==> config.mk <==
export PLATFORM = sky130hd
export DESIGN_NAME = booth_radix4_seq_mult
export DESIGN_NICKNAME = d
export VERILOG_FILES = /design/src/rtl/booth_radix4_seq_mult.sv
export SDC_FILE = /design/constraint.sdc
export NUM_CORES = 1
export LEC_CHECK = 0
export BUFFER_PORTS_ARGS = -buffer_cell sky130_fd_sc_hd__buf_2
export CELL_PAD_IN_SITES_DETAIL_PLACEMENT = 0
export CELL_PAD_IN_SITES_GLOBAL_PLACEMENT = 1
export CORE_AREA = 5 5 160 162
export CTS_CLUSTER_SIZE = 8
export DETAILED_ROUTE_END_ITERATION = 12
export DIE_AREA = 0 0 165 167
export MAX_ROUTING_LAYER = met4
export PLACE_DENSITY = 0.91
export SLEW_MARGIN = 15
export SYNTH_ARGS = -nofsm -noshare
export SYNTH_HDL_FRONTEND = slang
export SYNTH_SLANG_ARGS = --single-unit
==> constraint.sdc <==
create_clock -name clk -period 6.7 [get_ports clk]
set_clock_uncertainty 0.05 [all_clocks]
set_input_delay 1.005 -clock clk [delete_from_list [all_inputs] [get_ports clk]]
set_output_delay 1.005 -clock clk [all_outputs]
set_load 0.1 [all_outputs]
==> src/rtl/booth_radix4_seq_mult.sv <==
// Sequential radix-4 Booth multiplier, WIDTH x WIDTH -> 2*WIDTH, signed or unsigned per operation.
// Define MULT_ZERO_SKIP_EN to finish zero-operand multiplies in one cycle instead of N.
module booth_radix4_seq_mult #(
   parameter int WIDTH = 32
) (
   input  logic                 clk,
   input  logic                 rst,
   input  logic                 in_valid,
   output logic                 in_ready,
   input  logic [WIDTH-1:0]     in_a,
   input  logic [WIDTH-1:0]     in_b,
   input  logic                 in_signed,
   output logic                 out_valid,
   input  logic                 out_ready,
   output logic [2*WIDTH-1:0]   out_product,
   output logic                 busy
);

   localparam int N  = WIDTH / 2 + 1;
   localparam int CW = $clog2(N + 1);
   localparam int OW = WIDTH + 2;
   localparam int AW = WIDTH + 4;

   localparam logic [1:0] S_IDLE = 2'd0;
   localparam logic [1:0] S_RUN  = 2'd1;
   localparam logic [1:0] S_DONE = 2'd2;

   localparam logic [CW-1:0] CNT_N   = CW'(N);
   localparam logic [CW-1:0] CNT_ONE = CW'(1);

   logic [1:0]         state_q, state_d;
   logic [CW-1:0]      count_q, count_d;
   logic [AW-1:0]      acc_q, acc_d;
   logic [OW-1:0]      mul_q, mul_d;
   logic               bm1_q, bm1_d;
   logic [OW-1:0]      mcand_q, mcand_d;
   logic [2*WIDTH-1:0] prod_q, prod_d;

   logic [OW-1:0]      a_in_ext, b_in_ext;
   logic [AW-1:0]      a_ext, pp, sum, acc_sh;
   logic [OW-1:0]      mul_sh;

   // Zero- or sign-extension by two bits lets unsigned full-range operands use the signed recoding.
   assign a_in_ext = {{2{in_signed & in_a[WIDTH-1]}}, in_a};
   assign b_in_ext = {{2{in_signed & in_b[WIDTH-1]}}, in_b};

   always_comb begin
      a_ext = {{2{mcand_q[OW-1]}}, mcand_q};
      case ({mul_q[1:0], bm1_q})
         3'b001, 3'b010: pp = a_ext;
         3'b011:         pp = a_ext << 1;
         3'b100:         pp = -(a_ext << 1);
         3'b101, 3'b110: pp = -a_ext;
         default:        pp = '0;
      endcase
      sum    = acc_q + pp;
      // {acc, mul} shifts right arithmetically as one register; mul fills with product low bits.
      acc_sh = {{2{sum[AW-1]}}, sum[AW-1:2]};
      mul_sh = {sum[1:0], mul_q[OW-1:2]};
   end

   always_comb begin
      // NOTE: every _d defaults to its _q first, so no path leaves a variable unassigned (no latch).
      state_d = state_q;
      count_d = count_q;
      acc_d   = acc_q;
      mul_d   = mul_q;
      bm1_d   = bm1_q;
      mcand_d = mcand_q;
      prod_d  = prod_q;
      case (state_q)
         S_IDLE: begin
            if (in_valid) begin
               state_d = S_RUN;
               count_d = CNT_N;
               acc_d   = '0;
               mul_d   = b_in_ext;
               bm1_d   = 1'b0;
               mcand_d = a_in_ext;
`ifdef MULT_ZERO_SKIP_EN
               // A single step on zeroed operands yields a zero product after one cycle.
               if (in_a == '0 || in_b == '0) begin
                  count_d = CNT_ONE;
                  mul_d   = '0;
                  mcand_d = '0;
               end
`else
`endif
            end
         end
         S_RUN: begin
            acc_d   = acc_sh;
            mul_d   = mul_sh;
            bm1_d   = mul_q[1];
            count_d = count_q - CNT_ONE;
            if (count_q == CNT_ONE) begin
               state_d = S_DONE;
               prod_d  = {acc_sh[WIDTH-3:0], mul_sh};
            end
         end
         S_DONE: begin
            if (out_ready) state_d = S_IDLE;
         end
         default: state_d = S_IDLE;
      endcase
   end

   // NOTE: sequential state uses non-blocking assignments so all flops update from pre-edge values.
   always_ff @(posedge clk or negedge rst) begin
      if (!rst) begin
         state_q <= S_IDLE;
         count_q <= '0;
         acc_q   <= '0;
         mul_q   <= '0;
         bm1_q   <= 1'b0;
         mcand_q <= '0;
         prod_q  <= '0;
      end else begin
         state_q <= state_d;
         count_q <= count_d;
         acc_q   <= acc_d;
         mul_q   <= mul_d;
         bm1_q   <= bm1_d;
         mcand_q <= mcand_d;
         prod_q  <= prod_d;
      end
   end

   assign in_ready    = (state_q == S_IDLE);
   assign out_valid   = (state_q == S_DONE);
   assign busy        = (state_q != S_IDLE);
   assign out_product = prod_q;

endmodule

==> results.cfg, run 1 <==
[critical_path]
startpoint_type = register
critPathMaxFanout = 11
arrival_ns = 5.68
worst-setup-path-type = reg -> reg
required_ns = 7.00
end_kind = register

[synth]
ys_ff_latch = 173
ys_types = 69
synth_ff_type = dfrtp_1
yosysSeqAreaShare_pct = 40.8
synth_top_area_share_pct = 40.8
synth_area_sq_um = 10600
synthTopCellsByArea = dfrtp_1 41%, nand2_1 9.0%, o21ai_0 5.3%, mux2_2 5.2%, ha_1 4.5%
syn_area_per_cell_sq_um = 8.73
synth_cells = 1215
yosys.area.top_type = dfrtp_1
synth-edff-count = 0
ys_async_sr_fraction_pct = 100
synth_warnings = 0
syn_nets = 1323

[global_route]
grtUsageTotal_pct = 21.8
antenna_found_initial = 2
grt_max_degree = 104
grt_pass1_vias = 9055
grt_pass1_wl_mm = 47.3
grt-ovfl-total = 0

[routing]
dr.first_iter.drc_count = 668
wl_per_cell_um = 17.8
drc = 0
via_per_inst = 5.64
ant_nets = 0
drt-total-wl_mm = 29.0
firstDrtPassIters = 5
num_vias = 9191

[clock_tree]
numCtsBuffers = 17
cts_tree = yes
clock-root-buffer = clkbuf_16
h-tree-depth = 4
cts_resized = 0
clk_latency_ns = 0.45
cts_buffer_depth = 2
clock-sinks = 173
clk_pin_slew_ns = 0.07
ctsHoldBuffers = 0
post_cts_buffers = 0

[floorplanning]
core_area_sq_um = 24000
rows = 57
die-area_sq_um = 27600
fp.dieW_um = 165
start_util_pct = 44.2
die_y_um = 167
boundaryPins = 136

[final_layout]
syn_to_final_growth_pct = 14.2
final_nets = 1400
nFillCells = 2320
final_util_pct = 50.5
drive_gt1_share_pct = 19.2

[flow_run]
max-cap-violations = 0

[timing]
fmax_mhz = 186
fin_crit_sh_pct = 80.4
grt_setup_unrepaired = no
maxSlewHeadroom_pct = 33.4
slew_viol_final = 0
tns_ns = 0
setup_viol = 0
tightest_slew_ns = 0.998
layout_min_cycle_time_ns = 5.39
hold_viol = 0

[placed_design]
dp_hpwl_mm = 20.1
gp_congestion = 0.947
io_buffer_count = 135

[min_path]
hold_class = reg -> reg

[outcome]
status = finished, final reports clean
==> layout make-up <==
cell class	instances	area [sq um]	share of cell area, %
clock buffers	17	425	3.52
flip-flops and latches	173	4330	35.8
diodes	2	5.00	0.0414
repair buffers	148	779	6.44
well taps	324	405	3.35
inverters	25	93.8	0.775
clock inverters	15	211	1.75
multi-input cells	927	5850	48.4
==> final timing paths <==
| path | cells after the start | slack (ns) | to | from |
|---|---|---|---|---|
| min in group asynchronous | 1 | 0.63 | out_product[46] | rst |
| min reg2reg | 2 | 0.43 | out_product[50] | out_product[50] |
| max | 17 | 1.31 | acc_q[34] | mcand_q[7] |
| max in group asynchronous | 2 | 4.51 | mcand_q[25] | rst |
| min | 2 | 0.43 | out_product[50] | out_product[50] |
| max reg2reg | 17 | 1.31 | acc_q[34] | mcand_q[7] |
==> critical path, cell delays in order (launching register included) <==
cell and delay (ns):
dfrtp_1 0.49, or4_1 0.69, nor4_4 0.66, nor4b_1 0.57, xnor2_1 0.18, nand2_1 0.07
o211ai_1 0.10, o21a_1 0.16, ha_1 0.31, a21oi_1 0.19, nor2_1 0.06, a211oi_1 0.31
nand2_1 0.08, o21ai_0 0.32, a21oi_1 0.16, a31oi_1 0.34, mux2_2 0.37, o211ai_1 0.16
==> layout by cell type (no fill, tap or decap), types with 8 or more instances in the layout <==
cell	count
a21oi_1	68
ha_1	38
o31ai_1	8
a221oi_1	11
a22oi_1	40
xor2_1	24
o21ai_0	113
buf_4	13
o22ai_1	8
dfrtp_1	173
a22o_1	13
nand3_1	34
clkinv_8	8
a21o_1	10
buf_2	134
mux2_2	49
nand2_1	252
clkbuf_16	17
nand2b_1	9
inv_1	24
or3_1	9
a31oi_1	11
nor3_1	19
nor2_1	49
xnor2_1	48
==> through the flow <==
stage / cells / worst slack, ns / hold slack (ns) / instance area (sq um)
finish: 1631 / 1.31 / 0.425 / 12100
global placement: 1597 / 1.61 / 0.408 / 11500
global route: 1631 / 1.03 / 0.454 / 12100
detailed placement: 1597 / 1.42 / 0.415 / 11500
floorplan: 1215 / 1.96 / 0.396 / 10600
CTS: 1629 / 1.38 / 0.431 / 12100
==> kinds of logic (layout without fill, tap and decap cells) <==
kind of cell	Yosys count	after routing	share of synthesized area [%]
simple gates	424	424	18.2
compound gates	336	336	20.2
flops	173	173	40.8
buf+inv	115	205	4.19
xor+xnor	72	72	5.95
mux	56	56	5.91
fa+ha+maj	39	39	4.67
other cells	0	2	0
==> cell usage after synthesis (11+ instances only) <==
| library cell | instances |
|---|---|
| ha_1 | 38 |
| inv_1 | 24 |
| o21ai_0 | 113 |
| xnor2_1 | 48 |
| a21oi_1 | 68 |
| a22o_1 | 13 |
| nand3_1 | 34 |
| nand2_1 | 253 |
| dfrtp_1 | 173 |
| clkbuf_1 | 75 |
| a22oi_1 | 40 |
| xor2_1 | 24 |
| nor2_1 | 50 |
| a221oi_1 | 11 |
| a31oi_1 | 11 |
| nor3_1 | 19 |
| mux2_2 | 49 |
==> routing by layer <==
| metal | track usage [%] | vias to the layer above | wire, um |
|---|---|---|---|
| met5 | - | - | 0 |
| met4 | 6.51 | 0 | 646 |
| met3 | 4.62 | 37 | 1750 |
| met2 | 33.7 | 287 | 13800 |
| met1 | 28.8 | 4401 | 12800 |
| li1 | - | 4466 | - |
==> registers in the layout, summed over array words and instances, names as in the netlist <==
signal and cells:
acc_q 34, count_q 5, bm1_q 1, state_q 2
mul_q 34, mcand_q 33, out_product 64
Power of run 1 is not shown: default switching activity piles up to over one toggle a cycle in this logic, so the estimate is an artifact.
==> run 2: changes to the inputs <==
==> constraint.sdc (replaced) <==
create_clock -name clk -period 5.2 [get_ports clk]
set_clock_uncertainty 0.05 [all_clocks]
set_input_delay 0.78 -clock clk [delete_from_list [all_inputs] [get_ports clk]]
set_output_delay 0.78 -clock clk [all_outputs]
set_load 0.1 [all_outputs]
==> results.cfg, run 2 (same netlist as run 1, synthesis figures left out) <==
[outcome]
status = finished, final reports clean

[placed_design]
io_buffer_count = 135
dp_hpwl_mm = 21.2
gp_congestion = 0.932
dp_cells = 1626

[timing]
grt_setup_unrepaired = no
fmax_mhz = 206
maxSlewHeadroom_pct = 33.4
tightest_slew_ns = 1.00
setup_viol = 0
slew_viol_final = 0
layout_min_cycle_time_ns = 4.85
fin_crit_sh_pct = 93.3
tns_ns = 0
hold_viol = 0

[critical_path]
critPathMaxFanout = 7
arrival_ns = 5.13
startpoint_type = register
required_ns = 5.47
worst-setup-path-type = reg -> reg
end_kind = register

[clock_tree]
cts_tree = yes
numCtsBuffers = 17
clk_pin_slew_ns = 0.08
cts_buffer_depth = 2
clock-root-buffer = clkbuf_16
clk_latency_ns = 0.44
ctsHoldBuffers = 0
h-tree-depth = 4
clock-sinks = 173

[routing]
drt-total-wl_mm = 29.6
num_vias = 9358
ant_nets = 0
via_per_inst = 5.64
wl_per_cell_um = 17.9
firstDrtPassIters = 5
dr.first_iter.drc_count = 703
drc = 0

[global_route]
grt_max_degree = 87
grt-ovfl-total = 0
grt_pass1_vias = 9310
grtUsageTotal_pct = 22.3
antenna_found_initial = 1
grt_pass1_wl_mm = 48.5

[floorplanning]
fp.dieW_um = 165
die-area_sq_um = 27600
die_y_um = 167
rows = 57
core_area_sq_um = 24000
start_util_pct = 44.2
boundaryPins = 136

[final_layout]
largest_reg_flops = 64
final_common_cell = nand2_1
fin_cells = 1659
final_nets = 1429
final_cell_mix = 252 x nand2_1, 173 x dfrtp_1, 134 x buf_2
nFillCells = 2307
syn_to_final_growth_pct = 16.5
drive_gt1_share_pct = 21.3

[flow_run]
max-cap-violations = 0

[min_path]
hold_class = in -> async
## run 2: repair_timing
| item | CTS | global route |
|---|---|---|
| resized for setup | 0 | 6 |
| setup endpoints to repair | 0 | 9 |
| setup buffers | 0 | 0 |
## run 2: stage by stage
step	utilization (%)	hold WS, ns	setup WS, ns	cell area (sq um)
after floorplan	-	0.396	0.463	10600
after global placement	48.8	0.407	0.356	11700
after detailed placement	48.8	0.416	0.263	11700
after CTS	51.5	0.364	0.241	12300
after global routing	51.6	0.385	0.0504	12400
final	51.6	0.313	0.347	12400
## run 2: path summary, 6_finish.rpt
path | cells after the start | from | slack [ns] | end
worst max-delay path | 18 | mcand_q[0] | 0.35 | out_product[56]
worst min-delay path | 1 | rst | 0.31 | out_product[46]
worst max register to register | 18 | mcand_q[0] | 0.35 | out_product[56]
worst min register to register | 2 | out_product[35] | 0.42 | out_product[35]
max in group asynchronous | 2 | rst | 3.57 | mcand_q[15]
min in group clk | 2 | out_product[35] | 0.42 | out_product[35]
## run 2: final cells by class
type | count | area [sq um] | area share, %
Sequential cell | 173 | 4330 | 35.0
Inverter | 25 | 93.8 | 0.760
Clock inverter | 15 | 216 | 1.75
Antenna cell | 1 | 2.50 | 0.0203
Timing Repair Buffer | 177 | 1010 | 8.17
Clock buffer | 17 | 425 | 3.44
Tap cell | 324 | 405 | 3.28
Multi-Input combinational cell | 927 | 5870 | 47.5
## run 2: worst max-delay path, stage by stage (launching register included)
cell	delay, ns
dfrtp_1	0.42
inv_1	0.10
ha_1	0.21
or4b_4	0.54
or3_4	0.41
o21ai_0	0.21
xnor2_1	0.11
a221oi_1	0.29
a21oi_1	0.08
ha_1	0.38
nand2_1	0.11
or3_1	0.40
o21ai_0	0.37
buf_4	0.19
a21oi_1	0.08
o21a_1	0.20
o21ai_0	0.19
xor2_1	0.12
mux2_2	0.27
## run 2: layer usage
metal,global-route usage (%),wire length (um),vias to the layer above
li1,-,-,4525
met1,29.8,13000,4498
met2,34.4,14200,292
met3,3.78,1730,43
met4,7.20,751,0
met5,-,0,-
Power of run 2 is left out for the same reason.
==> run 3: changes to the inputs <==
==> constraint.sdc (replaced) <==
create_clock -name clk -period 5.2 [get_ports clk]
set_clock_uncertainty 0.05 [all_clocks]
set_input_delay 0.52 -clock clk [delete_from_list [all_inputs] [get_ports clk]]
set_output_delay 0.52 -clock clk [all_outputs]
set_load 0.1 [all_outputs]
==> results.cfg, run 3 (same netlist as run 1, synthesis figures left out) <==
[clock_tree]
post_cts_buffers = 0
ctsHoldBuffers = 0
numCtsBuffers = 17
clk_pin_slew_ns = 0.08
clock-sinks = 173
h-tree-depth = 4
clock-root-buffer = clkbuf_16
cts_buffer_depth = 2
clk_latency_ns = 0.45
cts_tree = yes

[floorplanning]
die-area_sq_um = 27600
rows = 57
core_area_sq_um = 24000
die_y_um = 167
start_util_pct = 44.2
boundaryPins = 136
fp.dieW_um = 165

[timing]
fmax_mhz = 204
setup_viol = 0
fin_crit_sh_pct = 94.2
layout_min_cycle_time_ns = 4.90
tightest_slew_ns = 0.986
hold_viol = 0
tns_ns = 0
slew_viol_final = 0
grt_setup_unrepaired = no
maxSlewHeadroom_pct = 34.3

[critical_path]
startpoint = mcand_q[5]
crit_path_frequent_cell = o21ai_0
cp_slowest_stage_delay_ns = 0.66
crit_chain = or4_1 > nor4_4 > buf_4 > nand2_4 > o21ai_0 > xnor2_1 > a22oi_1 > a21oi_1 > ha_1 > a21oi_1 > nor2b_1 > o21ai_0 > o21ai_0 > a211oi_1 > buf_4 > o21ai_0 > xor2_1 > mux2_2
crit_buf_inv = 2
cpLargestDelayFamily = compound AO/OA/AOI/OAI gates
reg2reg_from = mcand_q[5]
arrival_ns = 5.18
crit_path_top_delay_cell = or4_1
startpoint_type = register
worst-setup-path-type = reg -> reg
end_kind = register
critPathMaxFanout = 9
required_ns = 5.48

[routing]
ant_nets = 0
drc = 0
drt-total-wl_mm = 29.4
num_vias = 9443
wl_per_cell_um = 17.8
dr.first_iter.drc_count = 718
via_per_inst = 5.70
firstDrtPassIters = 5

[global_route]
grt_max_degree = 90
grt-ovfl-total = 0
grt_pass1_wl_mm = 47.8
grtUsageTotal_pct = 22.0
grt_pass1_vias = 9117
antenna_found_initial = 3

[placed_design]
io_buffer_count = 135
gp_congestion = 0.941
dp_hpwl_mm = 20.8

[final_layout]
largest_reg_flops = 64
final_cell_mix = 252 x nand2_1, 173 x dfrtp_1, 134 x buf_2
syn_to_final_growth_pct = 16.1
final_nets = 1424
drive_gt1_share_pct = 21.0
final_common_cell = nand2_1
nFillCells = 2312

[outcome]
status = finished, final reports clean

[flow_run]
max-cap-violations = 0

[min_path]
hold_class = in -> async
run 3: cell types whose count changed in the layout (fill, tap and decap cells not counted):
cell	before	now
buf_12	1	0
buf_4	41	37
diode_2	1	3
ha_1	37	38
ha_2	1	0
nor3b_1	2	1
nor3b_2	1	2
run 3: per-layer routing:
layer	vias up	global-route usage (%)	share of wire, %
met2	307	33.5	47
met1	4576	29.2	44
met4	0	8.14	3.1
met3	49	4.13	6.3
li1	4511	-	-
met5	-	-	0
run 3: worst reg2reg max path: stages, from the launching register on:
cell and delay (ns):
dfrtp_1 0.50, or4_1 0.67, nor4_4 0.33, buf_4 0.24
nand2_4 0.10, o21ai_0 0.28, xnor2_1 0.17, a22oi_1 0.08
a21oi_1 0.38, ha_1 0.36, a21oi_1 0.26, nor2b_1 0.07
o21ai_0 0.16, o21ai_0 0.11, a211oi_1 0.28, buf_4 0.18
o21ai_0 0.12, xor2_1 0.18, mux2_2 0.27
run 3: cell type report:
| class | count | area [sq um] | area share [%] |
|---|---|---|---|
| diodes | 3 | 7.51 | 0.0610 |
| well taps | 324 | 405 | 3.29 |
| clock buffers | 17 | 425 | 3.46 |
| flip-flops and latches | 173 | 4330 | 35.2 |
| repair buffers | 172 | 960 | 7.80 |
| inverters | 25 | 93.8 | 0.762 |
| clock inverters | 15 | 216 | 1.76 |
| multi-input cells | 927 | 5870 | 47.7 |
run 3: final timing paths:
kind                                        end  slack [ns]  depth (start not counted)
worst max-delay path            out_product[62]        0.30                         18
worst min-delay path            out_product[43]        0.07                          1
worst max register to register  out_product[62]        0.30                         18
worst min register to register  out_product[36]        0.43                          2
max in group asynchronous           mcand_q[29]        3.92                          2
min in group clk                    mcand_q[25]        0.21                          3
run 3: per-stage QoR:
step           instance area (sq um)  hold slack, ns  instances  worst slack, ns  util [%]
4_1_cts                        12300           0.119       1653            0.179      51.3
5_1_grt                        12300           0.139       1656          0.00668      51.4
3_5_place_dp                   11600           0.416       1621            0.221      48.6
3_3_place_gp                   11600           0.408       1621            0.352      48.6
6_report                       12300          0.0655       1656            0.299      51.4
2_1_floorplan                  10600           0.174       1215            0.463         -
run 3: what timing repair did:
action                                 4_1_cts  5_1_grt
endpoints found under the hold margin        0        0
setup endpoints to repair                    0        5
gates resized for setup                      0        6
Power of run 3 is left out for the same reason.
